### src/rtl/multicycle_ctrl_fsm.sv
// Multicycle RV32I sequencing controller: walks instructions through fetch/decode/execute/memory/writeback.
// Optional retired-instruction counter enabled by defining MCTRL_INSTRET_EN.
module multicycle_ctrl_fsm #(
  parameter bit          ZERO_WAIT   = 1'b0,
  parameter int unsigned TIMEOUT_CYC = 255
) (
  input  logic        clk,
  input  logic        reset,
  input  logic [6:0]  op,
  input  logic        zero,
  input  logic        mem_ready,
  output logic        mem_req,
  output logic        AdrSrc,
  output logic        IRWrite,
  output logic        MemWrite,
  output logic        RegWrite,
  output logic        PCWrite,
  output logic [1:0]  ALUSrcA,
  output logic [1:0]  ALUSrcB,
  output logic [1:0]  ALUOp,
  output logic [1:0]  ResultSrc,
  output logic [1:0]  ImmSrc,
  output logic        illegal,
  output logic        mem_err,
  output logic [3:0]  state_dbg,
  output logic [31:0] instret
);

  localparam int unsigned WAIT_W    = 8;
  localparam logic [WAIT_W-1:0] TIMEOUT_V = WAIT_W'(TIMEOUT_CYC);

  localparam logic [6:0] OP_LW  = 7'b0000011;
  localparam logic [6:0] OP_SW  = 7'b0100011;
  localparam logic [6:0] OP_R   = 7'b0110011;
  localparam logic [6:0] OP_I   = 7'b0010011;
  localparam logic [6:0] OP_BEQ = 7'b1100011;
  localparam logic [6:0] OP_JAL = 7'b1101111;

  typedef enum logic [3:0] {
    FETCH    = 4'd0,
    DECODE   = 4'd1,
    MEMADR   = 4'd2,
    MEMREAD  = 4'd3,
    MEMWB    = 4'd4,
    MEMWRITE = 4'd5,
    EXECR    = 4'd6,
    ALUWB    = 4'd7,
    EXECI    = 4'd8,
    JAL      = 4'd9,
    BEQ      = 4'd10,
    HALT     = 4'd11
  } state_t;

  state_t              r_state;
  state_t              w_state_next;
  logic [WAIT_W-1:0]   r_wait;
  logic                r_illegal;
  logic                r_mem_err;
  logic                w_ready;
  logic                w_mem_state;
  logic                w_enter_mem;
  logic                w_timeout;
  logic                w_pc_update;
  logic                w_branch;
  logic                w_set_illegal;

  assign w_ready     = ZERO_WAIT ? 1'b1 : mem_ready;
  assign w_mem_state = (r_state == FETCH) || (r_state == MEMREAD) || (r_state == MEMWRITE);
  assign w_enter_mem = (w_state_next != r_state) &&
                       ((w_state_next == FETCH) || (w_state_next == MEMREAD) ||
                        (w_state_next == MEMWRITE));
  // 9-bit compare so a saturated counter cannot wrap back below the limit
  assign w_timeout   = (TIMEOUT_V != '0) && w_mem_state && !w_ready &&
                       (({1'b0, r_wait} + 9'd1) >= {1'b0, TIMEOUT_V});

  always_ff @(posedge clk) begin
    if (reset) begin
      r_state   <= FETCH;
      r_wait    <= '0;
      r_illegal <= 1'b0;
      r_mem_err <= 1'b0;
    end else begin
      r_state <= w_state_next;
      if (w_set_illegal) r_illegal <= 1'b1;
      if (w_timeout)     r_mem_err <= 1'b1;
      if (w_enter_mem)
        r_wait <= '0;
      else if (w_mem_state && !w_ready && (r_wait != '1))
        r_wait <= r_wait + WAIT_W'(1);
    end
  end

  always_comb begin
    w_state_next  = r_state;
    w_pc_update   = 1'b0;
    w_branch      = 1'b0;
    w_set_illegal = 1'b0;
    mem_req       = 1'b0;
    AdrSrc        = 1'b0;
    IRWrite       = 1'b0;
    MemWrite      = 1'b0;
    RegWrite      = 1'b0;
    ALUSrcA       = 2'b00;
    ALUSrcB       = 2'b00;
    ALUOp         = 2'b00;
    ResultSrc     = 2'b00;
    case (r_state)
      FETCH: begin
        mem_req   = 1'b1;
        ALUSrcB   = 2'b10;
        ResultSrc = 2'b10;
        if (w_ready) begin
          IRWrite      = 1'b1;
          w_pc_update  = 1'b1;
          w_state_next = DECODE;
        end
      end
      DECODE: begin
        ALUSrcA = 2'b01;
        ALUSrcB = 2'b01;
        case (op)
          OP_LW, OP_SW: w_state_next = MEMADR;
          OP_R:         w_state_next = EXECR;
          OP_I:         w_state_next = EXECI;
          OP_JAL:       w_state_next = JAL;
          OP_BEQ:       w_state_next = BEQ;
          default: begin
            w_state_next  = HALT;
            w_set_illegal = 1'b1;
          end
        endcase
      end
      MEMADR: begin
        ALUSrcA      = 2'b10;
        ALUSrcB      = 2'b01;
        w_state_next = (op == OP_SW) ? MEMWRITE : MEMREAD;
      end
      MEMREAD: begin
        mem_req = 1'b1;
        AdrSrc  = 1'b1;
        if (w_ready) w_state_next = MEMWB;
      end
      MEMWB: begin
        ResultSrc    = 2'b01;
        RegWrite     = 1'b1;
        w_state_next = FETCH;
      end
      MEMWRITE: begin
        mem_req  = 1'b1;
        AdrSrc   = 1'b1;
        MemWrite = 1'b1;
        if (w_ready) w_state_next = FETCH;
      end
      EXECR: begin
        ALUSrcA      = 2'b10;
        ALUOp        = 2'b10;
        w_state_next = ALUWB;
      end
      EXECI: begin
        ALUSrcA      = 2'b10;
        ALUSrcB      = 2'b01;
        ALUOp        = 2'b10;
        w_state_next = ALUWB;
      end
      ALUWB: begin
        RegWrite     = 1'b1;
        w_state_next = FETCH;
      end
      JAL: begin
        ALUSrcA      = 2'b01;
        ALUSrcB      = 2'b10;
        w_pc_update  = 1'b1;
        w_state_next = ALUWB;
      end
      BEQ: begin
        ALUSrcA      = 2'b10;
        ALUOp        = 2'b01;
        w_branch     = 1'b1;
        w_state_next = FETCH;
      end
      HALT:    w_state_next = HALT;
      default: w_state_next = FETCH;
    endcase
    if (w_timeout) w_state_next = HALT;
  end

  assign PCWrite = (w_branch & zero) | w_pc_update;

  always_comb begin
    ImmSrc = 2'b00;
    case (op)
      OP_SW:   ImmSrc = 2'b01;
      OP_BEQ:  ImmSrc = 2'b10;
      OP_JAL:  ImmSrc = 2'b11;
      default: ImmSrc = 2'b00;
    endcase
  end

  assign illegal   = r_illegal;
  assign mem_err   = r_mem_err;
  assign state_dbg = r_state;

`ifdef MCTRL_INSTRET_EN
  logic        w_retire;
  logic [31:0] r_instret;

  // Only writeback/store/branch states ever hand back to FETCH
  assign w_retire = (r_state != FETCH) && (w_state_next == FETCH);

  always_ff @(posedge clk) begin
    if (reset)         r_instret <= '0;
    else if (w_retire) r_instret <= r_instret + 32'd1;
  end

  assign instret = r_instret;
`else
  assign instret = '0;
`endif

endmodule
### config.mk
export PLATFORM = sky130hd
export DESIGN_NAME = multicycle_ctrl_fsm
export DESIGN_NICKNAME = d
export VERILOG_FILES = /design/src/rtl/multicycle_ctrl_fsm.sv
export SDC_FILE = /design/constraint.sdc
export NUM_CORES = 1
export LEC_CHECK = 0
export BUFFER_PORTS_ARGS = -buffer_cell sky130_fd_sc_hd__buf_2
export CAP_MARGIN = 15
export CORE_MARGIN = 3
export CORE_UTILIZATION = 35
export CTS_CLUSTER_SIZE = 20
export DETAILED_ROUTE_END_ITERATION = 7
export PLACE_DENSITY = 0.63
export SYNTH_ARGS = -nofsm -noshare
export SYNTH_HDL_FRONTEND = slang
export SYNTH_SLANG_ARGS = --single-unit
### constraint.sdc
create_clock -name clk -period 3.3 [get_ports clk]
set_input_delay 0.165 -clock clk [delete_from_list [all_inputs] [get_ports clk]]
set_output_delay 0.165 -clock clk [all_outputs]
set_load 0.05 [all_outputs]
# After elaboration in Yosys (flattened, before gate mapping)
# Index checks and enable logic that the tools add are counted.
[word_totals]
reg_bits = 14
inputBits = 11
out_inout_bits = 54
[classes]
addsub = 2
order_cmp = 1
eq_ne = 21
mux = 22
bitwise_logic = 2
reduce_logical = 23
[op_table]
columns = ["operator", "n"]
rows = [
  ["$pmux W4 S7", 1],
  ["$eq A4 B3 Y1 const B", 5],
  ["$pmux W4 S5", 1],
  ["$eq A4 B4 Y1 const B", 4],
  ["$mux W4", 4],
  ["$pmux W2 S2", 4],
  ["$eq A7 B6 Y1 const B", 2],
  ["$eq A7 B7 Y1 const B", 2],
  ["$reduce_or A2 Y1", 7],
  ["$eq A4 B2 Y1 const B", 3],
  ["$add A8 B1 Y9 const B", 1],
  ["$ge A9 B8 Y1 const B", 1],
  ["$mux W1", 9],
  ["$reduce_or A3 Y1", 3],
  ["$add A8 B1 Y8 const B", 1],
  ["$logic_not A4 Y1", 2],
  ["$ne A8 B8 Y1 const B", 1],
  ["$eq A7 B2 Y1 const B", 1],
  ["$eq A7 B5 Y1 const B", 1],
  ["$pmux W2 S3", 1],
  ["$reduce_or A6 Y1", 1],
  ["$eq A4 B1 Y1 const B", 1],
  ["$logic_and A1 B1 Y1", 4],
  ["$logic_or A1 B1 Y1", 4],
  ["other kinds (7)", 7],
]

# Longest topological paths before layout
# Gate-level depths: netlist of the first run.
[depth]
ltp_word = 11
depth_mapped = 9
ltp_nobuf = 8

# Worst setup path after synthesis of the first run
# Ideal clock, no wire load.
[synth_path]
path_type = "flip-flop to output port"
start = "register r_state[0], in the netlist state_dbg[0]"
end = "output port IRWrite"
t_arrival_ns = 3.090
slack_ns = 0.045
stages_incl_launch_ff = 5
n_path_buf = 2
cell_sequence = "dfxtp_1 buf_2 clkbuf_1 nor4_1 and2_1"
[synth_via]
elab_chain_cells = 2
[synth_rtl]
columns = ["item", "line_no", "text"]
rows = [
  ["start: declaration", "54", "state_t r_state;"],
  ["start signal: assignment", "83", "r_state <= w_state_next;"],
  ["$logic_not A4 Y1", "107", "case (r_state)"],
  ["$mux W1", "107", ""],
  ["end: declaration", "14", "output logic IRWrite,"],
]
# No other way between the ends.

# Final worst setup path of the first run
[layout_path]
start = "register r_state[3], in the netlist state_dbg[3]"
end = "register r_wait[7]"
[layout_via]
elab_chain_cells = 11
word_cells_on_any_way = 28
classes_between = "11 x eq/ne; 5 x mux; 12 x reduce/logical"
[layout_rtl]
columns = ["item", "line_no", "text"]
rows = [
  ["parallel branches: the longest is 11 deep, another holds $pmux W4 S7", "--", ""],
  ["end signal: assignment", "89", "r_wait <= r_wait + WAIT_W'(1);"],
  ["end: declaration", "56", "logic [WAIT_W-1:0] r_wait;"],
]
# Several ways; the timed one is not identified.
# A chain may end at the register's enable or synchronous reset.

==> metrics.md, run 1 <==
| Metric | Value |
|---|---|
| Cts bufs inserted | `3` |
| Sum Neg Setup Slack | `0 ns` |
| Max-slew violation count | `0` |
| Setup crit end kind | `flop` |
| Register area share after synthesis | `17.5%` |
| Synth unique cells | `53` |
| DR pass1 iterations | `4` |
| Cell Rows | `23` |
| Core area | `4200 um^2` |
| Status | `complete, no violations` |
| Die W | `73.7 um` |
| Data arrival, critical path | `2.67 ns` |
| Fin. Hold Viols | `0` |
| Post-route design area | `1730 um^2` |
| CTS Sinks | `14` |
| Gr usage total | `12.6%` |
| Hold-fix buffers, CTS | `0` |
| Vias in the first global route | `1207` |
| Setup bufs post-CTS | `0` |
| Total design power | `1.58 mW` |
| DIE HEIGHT | `73.7 um` |
| Buffer depth of the longest clock path | `2` |
| I/O Pins | `65` |
| Synth top area cells | `dfxtp_1 (17%), buf_4 (15%), nand2b_1 (4.3%)` |
| Rel. slew slack | `53.4%` |
| Worst VDD drop | `0.514 mV` |
| Max_cap viols | `0` |
| Number of fillers in the final layout | `433` |
| Critical path peak fanout | `24` |
| Max Fclk | `0.393 GHz` |
| CTS root buf | `clkbuf_8` |
| Worst setup path startpoint | `state_dbg[3]$_SDFF_PP0_` |
| Cts repair resizes | `0` |
| Avg WL per Cell | `11.8 um` |
| Routed wire length | `3.49 mm` |
| Placer Congestion | `0.795` |
| Synth area leader | `dfxtp_1` |
| CTS tree | `built` |
| Share of the synthesized area in the top cell type | `17.5%` |
| YS warnings | `0` |
| Ys flop type | `dfxtp_1` |
| Die area | `5430 um^2` |
| Vias post-DR | `1520` |
| Asr flop ratio synth | `0%` |
| Post-layout min period | `2.55 ns` |
| Initial antenna violation count | `0` |
| Vias/cell | `5.15` |
| RSZ-0062 raised after global routing | `false` |
| DP Wirelength | `2.76 mm` |
| H-tree depth | `1` |
| Power Density | `914 nW/um^2` |
| Most frequent cells after synthesis | `buf_4 (32), dfxtp_1 (14), nor2_1 (14)` |
| CP Class | `flop to flop` |
| Core Util, Final | `41.1%` |
| CP startpoint kind | `flop` |
| Pin count of the biggest net entering global routing | `25` |
| Endpoints failing setup | `0` |
| 1st-iter DRT viols | `94` |
| Fraction of layout cells with a size suffix above 1 | `19.6%` |
| Most frequent cell after synthesis | `buf_4` |
| Synthesized cell area | `1600 um^2` |
| Initial Utilization | `38.1%` |
| Leakage power | `0.724 nW` |
| Clk_lat worst skew | `0.25 ns` |
| GRT Residual Overflow | `0` |
| Post-layout net count | `259` |
| Worst-Margin Slew | `0.697 ns` |
| Residual DRC | `0` |
| Critical hold path startpoint | `reset` |
| Synthesized flop and latch total | `14` |
| Worst r2r src | `state_dbg[3]$_SDFF_PP0_` |
| PortBufs | `32` |
| CTS clk-pin slew, worst paths | `0.06 ns` |
| Placed cell area | `1670 um^2` |
| DRT antenna net count | `0` |
| Path category of the worst min-delay check | `input pin to flop` |
| Average cell area after synthesis | `7.35 um^2` |
| Area Overhead vs Synth | `7.81%` |
| Tcrit/Tclk final | `77.2%` |
| Final Skew | `0.00465 ns` |
| Syn Inst Count | `218` |
| Post-synth EDFFs | `0` |
| # diodes | `0` |
| Critical Path RT | `3.42 ns` |
| Global-route wire length before repair | `5.56 mm` |
[cell usage in the layout, fill, tap and decap left out, types with 3 or more instances in the layout]
master | netlist | final
nand3b_1 | 3 | 3
o32ai_1 | 5 | 5
mux2i_1 | 3 | 3
nor2_1 | 14 | 14
nand3_1 | 7 | 7
xor2_1 | 4 | 4
clkbuf_8 | 0 | 4
nor2b_1 | 3 | 3
dfxtp_1 | 14 | 14
nand2_1 | 13 | 13
inv_1 | 9 | 9
nand2b_1 | 11 | 11
xnor2_1 | 5 | 5
o22ai_1 | 3 | 3
or2_2 | 3 | 3
or3_1 | 4 | 4
o21ai_0 | 11 | 11
conb_1 | 1 | 32
buf_2 | 2 | 32
and2_1 | 3 | 3
nor3_1 | 4 | 4
o211ai_1 | 3 | 3
a21oi_1 | 8 | 8
a211oi_1 | 4 | 4
a31oi_1 | 4 | 4
[cell families (layout without fill, tap and decap cells)]
family          after synthesis  count (layout)  share of synthesized area, %
fa+ha+maj                     2               2                          1.56
xor+xnor                      9               9                          4.92
flops                        14              14                          17.5
buf+inv                      50              46                          19.4
other cells                   1              32                         0.234
compound gates               59              59                          26.8
mux                           3               3                          1.87
simple gates                 80              80                          27.8
[routing by layer]
layer,routed length [um],global-route usage (%)
met4,44,4.23
met3,238,1.92
met1,1690,19.6
met5,0,0
met2,1510,17.4
[flip-flops by register name, summed over array words and instances (netlist names)]
| signal | count |
|---|---|
| illegal | 1 |
| mem_err | 1 |
| r_wait | 8 |
| state_dbg | 4 |
[power by group]
group / total, mW / switching (mW) / internal (mW)
clock: 0.170 / 0.0641 / 0.106
combinational: 1.14 / 0.824 / 0.315
sequential: 0.270 / 0.0713 / 0.199
[per-stage QoR]
stage / cells / hold WS (ns) / setup slack (ns)
2_1_floorplan: 249 / 0.234 / 0.0449
3_3_place_gp: 291 / 0.427 / 0.827
3_5_place_dp: 291 / 0.433 / 0.718
4_1_cts: 295 / 0.159 / 0.716
5_1_grt: 295 / 0.178 / 0.385
6_report: 295 / 0.163 / 0.753
[final timing paths]
path                                 end  slack, ns  cells after the start
setup / recovery  r_wait[7]$_SDFFE_PP0P_       0.75                      7
hold / removal      illegal$_SDFFE_PP0P_       0.16                      2
setup reg to reg  r_wait[7]$_SDFFE_PP0P_       0.75                      7
hold reg to reg     mem_err$_SDFFE_PP0P_       0.48                      1
[layout make-up]
| cell class | count | area [um^2] | area share (%) |
|---|---|---|---|
| Clock buffer | 4 | 55.1 | 3.19 |
| Timing Repair Buffer | 33 | 168 | 9.70 |
| Inverter | 9 | 33.8 | 1.96 |
| Sequential cell | 14 | 280 | 16.2 |
| Multi-Input combinational cell | 185 | 1130 | 65.3 |
| Tap cell | 50 | 62.6 | 3.62 |
[critical path, cell delays in order (launching register included)]
cell and delay [ns]:
dfxtp_1 0.53, nor4b_1 0.58, o21ai_0 0.27, o211ai_2 0.27, xnor2_1 0.15, mux2i_1 0.12
o21ai_1 0.35, o22ai_1 0.15
Power figures use the tool's default switching activity.
==> run 2, diff against run 1 <==
--- a/config.mk
+++ b/config.mk
@@ -5,13 +5,14 @@
 export SDC_FILE = /design/constraint.sdc
 export NUM_CORES = 1
 export LEC_CHECK = 0
+export ABC_AREA = 1
 export BUFFER_PORTS_ARGS = -buffer_cell sky130_fd_sc_hd__buf_2
 export CAP_MARGIN = 15
 export CORE_MARGIN = 3
 export CORE_UTILIZATION = 35
 export CTS_CLUSTER_SIZE = 20
 export DETAILED_ROUTE_END_ITERATION = 7
-export PLACE_DENSITY = 0.63
+export PLACE_DENSITY = 0.66
 export SYNTH_ARGS = -nofsm -noshare
 export SYNTH_HDL_FRONTEND = slang
 export SYNTH_SLANG_ARGS = --single-unit
==> constraint.sdc (replaced) <==
create_clock -name clk -period 2.2 [get_ports clk]
set_input_delay 0.11 -clock clk [delete_from_list [all_inputs] [get_ports clk]]
set_output_delay 0.11 -clock clk [all_outputs]
set_load 0.05 [all_outputs]
==> run 2 against run 1 <==
  * Worst setup slack lost 0.68 ns
  * Cell count grew 16%
  * Die area shrank 2.6%
  * Clock power grew 46%
  * Register-to-register slack lost 0.68 ns
  * Clock-buffer cell count is the same
  * Maximum frequency grew 20%
==> metrics.md, run 2 <==
| Metric | Value |
|---|---|
| Path category of the worst min-delay check | `input pin to flop` |
| Crit-path cells | `inv_4, ha_4, nor2_1, nor2_1, nor2_1, nand3_1, nor2_1, nand2_1, nand2_4, nand2_8, nand3_2, nand2_1, nor2_1, nand2_1, nand2_2, nand2_8, nor2_4` |
| Total design power | `2.64 mW` |
| Routed wire length | `3.38 mm` |
| CTS root buf | `clkbuf_8` |
| Most common cell after layout, fill and taps aside | `nand2_1` |
| DIE HEIGHT | `72.7 um` |
| I/O Pins | `65` |
| Post-layout min period | `2.12 ns` |
| Vias in the first global route | `1262` |
| Flip-flop count of the largest register after layout | `8` |
| Status | `complete, no violations` |
| Cell Rows | `23` |
| PortBufs | `32` |
| Cts bufs inserted | `3` |
| Fraction of layout cells with a size suffix above 1 | `33.6%` |
| Worst VDD drop | `0.465 mV` |
| Max layer used | `met4` |
| Endpoints failing setup | `0` |
| CP startpoint kind | `flop` |
| Cell family with most CP delay | `simple AND/OR/NAND/NOR gates` |
| Vias post-DR | `1525` |
| Hold-fix buffers, CTS | `0` |
| Fin. Hold Viols | `0` |
| Residual DRC | `0` |
| Placed cell area | `1670 um^2` |
| CP peak stage delay | `0.39 ns` |
| YS warnings | `0` |
| Asr flop ratio synth | `0%` |
| Critical Path RT | `2.38 ns` |
| Average cell area after synthesis | `6.06 um^2` |
| Vias/cell | `4.46` |
| Die area | `5290 um^2` |
| Placer Congestion | `0.891` |
| Total area of sequential cells | `298 um^2` |
| Leakage power | `0.940 nW` |
| Pre-CTS WS | `0.0786 ns` |
| Most frequent cell after synthesis | `nand2_1` |
| DR pass1 iterations | `4` |
| DRT antenna net count | `0` |
| Syn Inst Count | `257` |
| Largest register by flop count | `r_wait` |
| Synthesized flop and latch total | `14` |
| Most frequent cells in the layout | `nand2_1 (54), conb_1 (32), buf_2 (32)` |
| Power Density | `1430 nW/um^2` |
| CTS Sinks | `14` |
| Synthesized cell area | `1560 um^2` |
| Synth unique cells | `28` |
| 1st-iter DRT viols | `59` |
| Sum Neg Setup Slack | `0 ns` |
| CTS clk-pin slew, worst paths | `0.06 ns` |
| Metal-1 WL | `1.37 mm` |
| Tcrit/Tclk final | `96.5%` |
| Share of the synthesized area in the top cell type | `18.0%` |
| Most used cell, CP | `nor2_1` |
| Setup crit end kind | `flop` |
| Clk_lat worst skew | `0.24 ns` |
| Initial Utilization | `37.6%` |
| Buffer depth of the longest clock path | `2` |
| GRT Residual Overflow | `0` |
| Max_cap viols | `0` |
| Die W | `72.7 um` |
| Worst Path Buf+Inv | `1` |
| Layout Cells excl Fill | `342` |
| Critical path peak fanout | `8` |
| Max Fclk | `0.471 GHz` |
| Post-synth EDFFs | `0` |
| RSZ-0062 raised after global routing | `true` |
| DP Wirelength | `2.67 mm` |
| Most frequent cells after synthesis | `nand2_1 (58), buf_4 (33), nor2_1 (31)` |
| CP Class | `flop to flop` |
| Core area | `4140 um^2` |
| Detail Route met3 WL | `230 um` |
| Final worst slack | `0.0764 ns` |
| # diodes | `0` |
| H-tree depth | `1` |
| Ys flop type | `dfxtp_1` |
| Post-route design area | `1850 um^2` |
| Post-layout net count | `306` |
| Inst Count DP | `336` |
| Initial antenna violation count | `0` |
| Max-slew violation count | `0` |
| WL met2 | `1.74 mm` |
| Area Overhead vs Synth | `19.0%` |
| Synth top area cells | `dfxtp_1 (18%), buf_4 (16%), nand2_1 (14%)` |
| Data arrival, critical path | `2.30 ns` |
| Global-route wire length before repair | `5.20 mm` |
| Number of fillers in the final layout | `452` |
| CTS tree | `built` |
| Final Skew | `0.00464 ns` |
| Gr usage total | `11.9%` |
| Slowest-stage cell, CP | `dfxtp_4` |
| Pin count of the biggest net entering global routing | `17` |
| Synth area leader | `dfxtp_1` |
| Avg WL per Cell | `9.87 um` |
| Register area share after synthesis | `18.0%` |
| Multi-input gate area | `1120 um^2` |
-- run 2: cell count changes after synthesis, sizes merged, moves of 4 or more --
cell / change
a211oi: -4
a31oi: -4
clkbuf: -6
inv: +27
nand2: +54
nand2b: -11
nand3: +15
nor2: +34
nor3: -5
o211ai: -4
o32ai: -5
or3: -4
xnor2: -5
-- run 2: what timing repair did --
item                                   4_1_cts  5_1_grt
resized for setup                            0       25
setup endpoints to repair                    0        8
setup buffers                                0        1
endpoints found under the hold margin        0        0
-- run 2: logic make-up after synthesis --
family          synth area share (%)
flops                           18.0
xor+xnor                       0.562
buf+inv                         25.6
simple gates                    45.5
other cells                    0.241
compound gates                  8.43
fa+ha+maj                       1.61
-- run 2: layout make-up --
class / count / share of cell area, %
Clock buffer: 4 / 2.97
Multi-Input combinational cell: 204 / 60.6
Tap cell: 50 / 3.38
Inverter: 36 / 7.56
Timing Repair Buffer: 34 / 9.45
Sequential cell: 14 / 16.1
-- run 2: worst register-to-register path, delay by kind of cell (launching register included) --
family / cells / cell delay (ns)
flip-flops: 1 / 0.39
buffers and inverters: 1 / 0.05
AND/OR/NAND/NOR: 15 / 1.43
adder cells (fa/ha/maj): 1 / 0.20
-- run 2: final timing paths --
kind,cells after the start,start,slack (ns),end
worst max-delay path,17,r_wait[0]$_SDFFE_PP0P_,0.08,r_wait[3]$_SDFFE_PP0P_
worst min-delay path,2,reset,0.12,state_dbg[2]$_SDFF_PP0_
worst max register to register,17,r_wait[0]$_SDFFE_PP0P_,0.08,r_wait[3]$_SDFFE_PP0P_
worst min register to register,2,illegal$_SDFFE_PP0P_,0.46,illegal$_SDFFE_PP0P_
-- run 2: layer usage --
metal  up-vias  global-route usage [%]
li1        806                       -
met1       667                    14.3
met2        48                    21.4
met3         4                    1.79
met4         0                    3.89
met5         -                       0
-- run 2: power breakdown --
part / internal, mW / switching [mW]
clock: 0.158 / 0.0899
combinational: 0.505 / 1.46
sequential: 0.327 / 0.102
total: 0.991 / 1.65
-- run 2: per-stage QoR --
stage               util, %  hold WS, ns
floorplan                 -        0.169
global placement       40.3        0.376
finish                 44.7        0.121
global route           44.7        0.138
CTS                    41.7        0.120
detailed placement     40.3        0.376
==> run 3, diff against run 2 <==
--- a/config.mk
+++ b/config.mk
@@ -13,6 +13,7 @@
 export CTS_CLUSTER_SIZE = 20
 export DETAILED_ROUTE_END_ITERATION = 7
 export PLACE_DENSITY = 0.66
+export SETUP_SLACK_MARGIN = 0.3
 export SYNTH_ARGS = -nofsm -noshare
 export SYNTH_HDL_FRONTEND = slang
 export SYNTH_SLANG_ARGS = --single-unit
==> run 3 against run 2 <==
  * First-iteration DRC count fell by 19%
  * Critical path type unchanged
  * Cell count is 2.0% higher
  * Critical endpoint is now r_wait[1]$_SDFFE_PP0P_
  * Clock power shrank 11%
  * Core utilization grew 0.36 points
  * Critical path depth grew 1
  * Worst setup slack improved by 0.12 ns
  * Clock skew is 0.0056 ns higher
  * Sequential share of layout area fell by 0.26 points
  * Register-to-register slack gained 0.12 ns
==> metrics.md, run 3 (synthesis gave the netlist of run 2 again) <==
| Metric | Value |
|---|---|
| Status | `complete, no violations` |
| Leakage power | `0.985 nW` |
| Layout Cells excl Fill | `349` |
| PortBufs | `32` |
| Cell family with most CP delay | `simple AND/OR/NAND/NOR gates` |
| Crit-path cells | `buf_12, ha_4, nand3_1, nand2_1, nand2_1, nand3_1, nor2_1, nand2_1, nand2_2, nand2_4, nand2_1, nand2_1, nand2_1, nor2_1, nand2_1, nand2_2, nand2_4, nor2_2` |
| Max_cap viols | `0` |
| Endpoints failing setup | `0` |
| Total design power | `2.58 mW` |
| Critical path peak fanout | `8` |
| Die W | `72.7 um` |
| Fin. Hold Viols | `0` |
| Max Fclk | `0.499 GHz` |
| CP peak stage delay | `0.35 ns` |
| Clk_lat worst skew | `0.25 ns` |
| CP startpoint kind | `flop` |
| Initial Utilization | `37.6%` |
| Flip-flop count of the largest register after layout | `8` |
| Residual DRC | `0` |
| I/O Pins | `65` |
| 1st-iter DRT viols | `48` |
| Placer Congestion | `0.871` |
| Post-layout net count | `313` |
| Buffer depth of the longest clock path | `2` |
| DR pass1 iterations | `4` |
| Path category of the worst min-delay check | `input pin to flop` |
| Most frequent cells in the layout | `nand2_1 (52), conb_1 (32), buf_2 (32)` |
| CTS tree | `built` |
| RSZ-0062 raised after global routing | `true` |
| Avg WL per Cell | `9.80 um` |
| Tcrit/Tclk final | `91.0%` |
| Power Density | `1380 nW/um^2` |
| CTS root buf | `clkbuf_8` |
| Slowest-stage cell, CP | `dfxtp_4` |
| Max-slew violation count | `0` |
| Vias post-DR | `1541` |
| Cell Rows | `23` |
| Inst Count DP | `336` |
| DIE HEIGHT | `72.7 um` |
| Initial antenna violation count | `0` |
| R2R Setup Slk | `0.20 ns` |
| Routed wire length | `3.42 mm` |
| Post-route design area | `1870 um^2` |
| Vias/cell | `4.42` |
| Core area | `4140 um^2` |
| Most used cell, CP | `nand2_1` |
| Vias in the first global route | `1321` |
| Global-route wire length before repair | `5.40 mm` |
| Final worst slack | `0.198 ns` |
| Gr usage total | `12.3%` |
| Die area | `5290 um^2` |
| Area Overhead vs Synth | `19.9%` |
| Final Skew | `0.0103 ns` |
| Worst VDD drop | `0.561 mV` |
| Setup crit end kind | `flop` |
| Fraction of layout cells with a size suffix above 1 | `36.1%` |
| CTS Sinks | `14` |
| GRT Residual Overflow | `0` |
| DRT antenna net count | `0` |
| CP Class | `flop to flop` |
| Placed cell area | `1680 um^2` |
| # diodes | `0` |
| H-tree depth | `1` |
| Critical Path RT | `2.33 ns` |
| Worst Path Buf+Inv | `1` |
| Most common cell after layout, fill and taps aside | `nand2_1` |
| CTS clk-pin slew, worst paths | `0.06 ns` |
| Cts bufs inserted | `3` |
| Largest register by flop count | `r_wait` |
| DP Wirelength | `2.62 mm` |
| Data arrival, critical path | `2.13 ns` |
| Pin count of the biggest net entering global routing | `11` |
| Post-layout min period | `2.00 ns` |
| Pre-CTS WS | `0.106 ns` |
| Hold-fix buffers, CTS | `0` |
| Sum Neg Setup Slack | `0 ns` |
==> run 3: where the power goes <==
group	total, mW	switching [mW]	internal (mW)
registers	0.423	0.0961	0.327
logic	1.94	1.40	0.534
clock network	0.220	0.0919	0.128
total	2.58	1.59	0.989
==> run 3: what timing repair did <==
item | in CTS | in global routing
endpoints found under the setup margin | 8 | 9
buffers inserted | 5 | 3
pin swaps | 11 | 12
resized for setup | 13 | 6
gates cloned | 1 | 0
==> run 3: per-stage QoR <==
| stage | util [%] | hold slack (ns) |
|---|---|---|
| final | 45.1 | 0.113 |
| after global routing | 45.1 | 0.124 |
| after detailed placement | 40.5 | 0.380 |
| after global placement | 40.5 | 0.376 |
| after CTS | 44.1 | 0.111 |
| after floorplan | - | 0.169 |
==> run 3: worst paths after layout <==
kind	start	to	cells past startpoint
worst max-delay path	r_wait[0]$_SDFFE_PP0P_	r_wait[1]$_SDFFE_PP0P_	18
worst min-delay path	reset	state_dbg[0]$_SDFF_PP0_	2
worst max register to register	r_wait[0]$_SDFFE_PP0P_	r_wait[1]$_SDFFE_PP0P_	18
worst min register to register	illegal$_SDFFE_PP0P_	illegal$_SDFFE_PP0P_	2
==> run 3: cell type report <==
type	count	area, um^2
fillers	458	2280
inverters	36	138
flip-flops and latches	14	295
repair buffers	41	240
multi-input cells	204	1090
well taps	50	62.6
clock buffers	4	45.0
==> run 3: per-layer routing <==
layer	vias up	routed length (um)	global-route usage, %
met2	45	1760	23.1
li1	815	-	-
met3	2	203	2.34
met1	679	1440	14.4
met4	0	17	2.66
met5	-	0	0
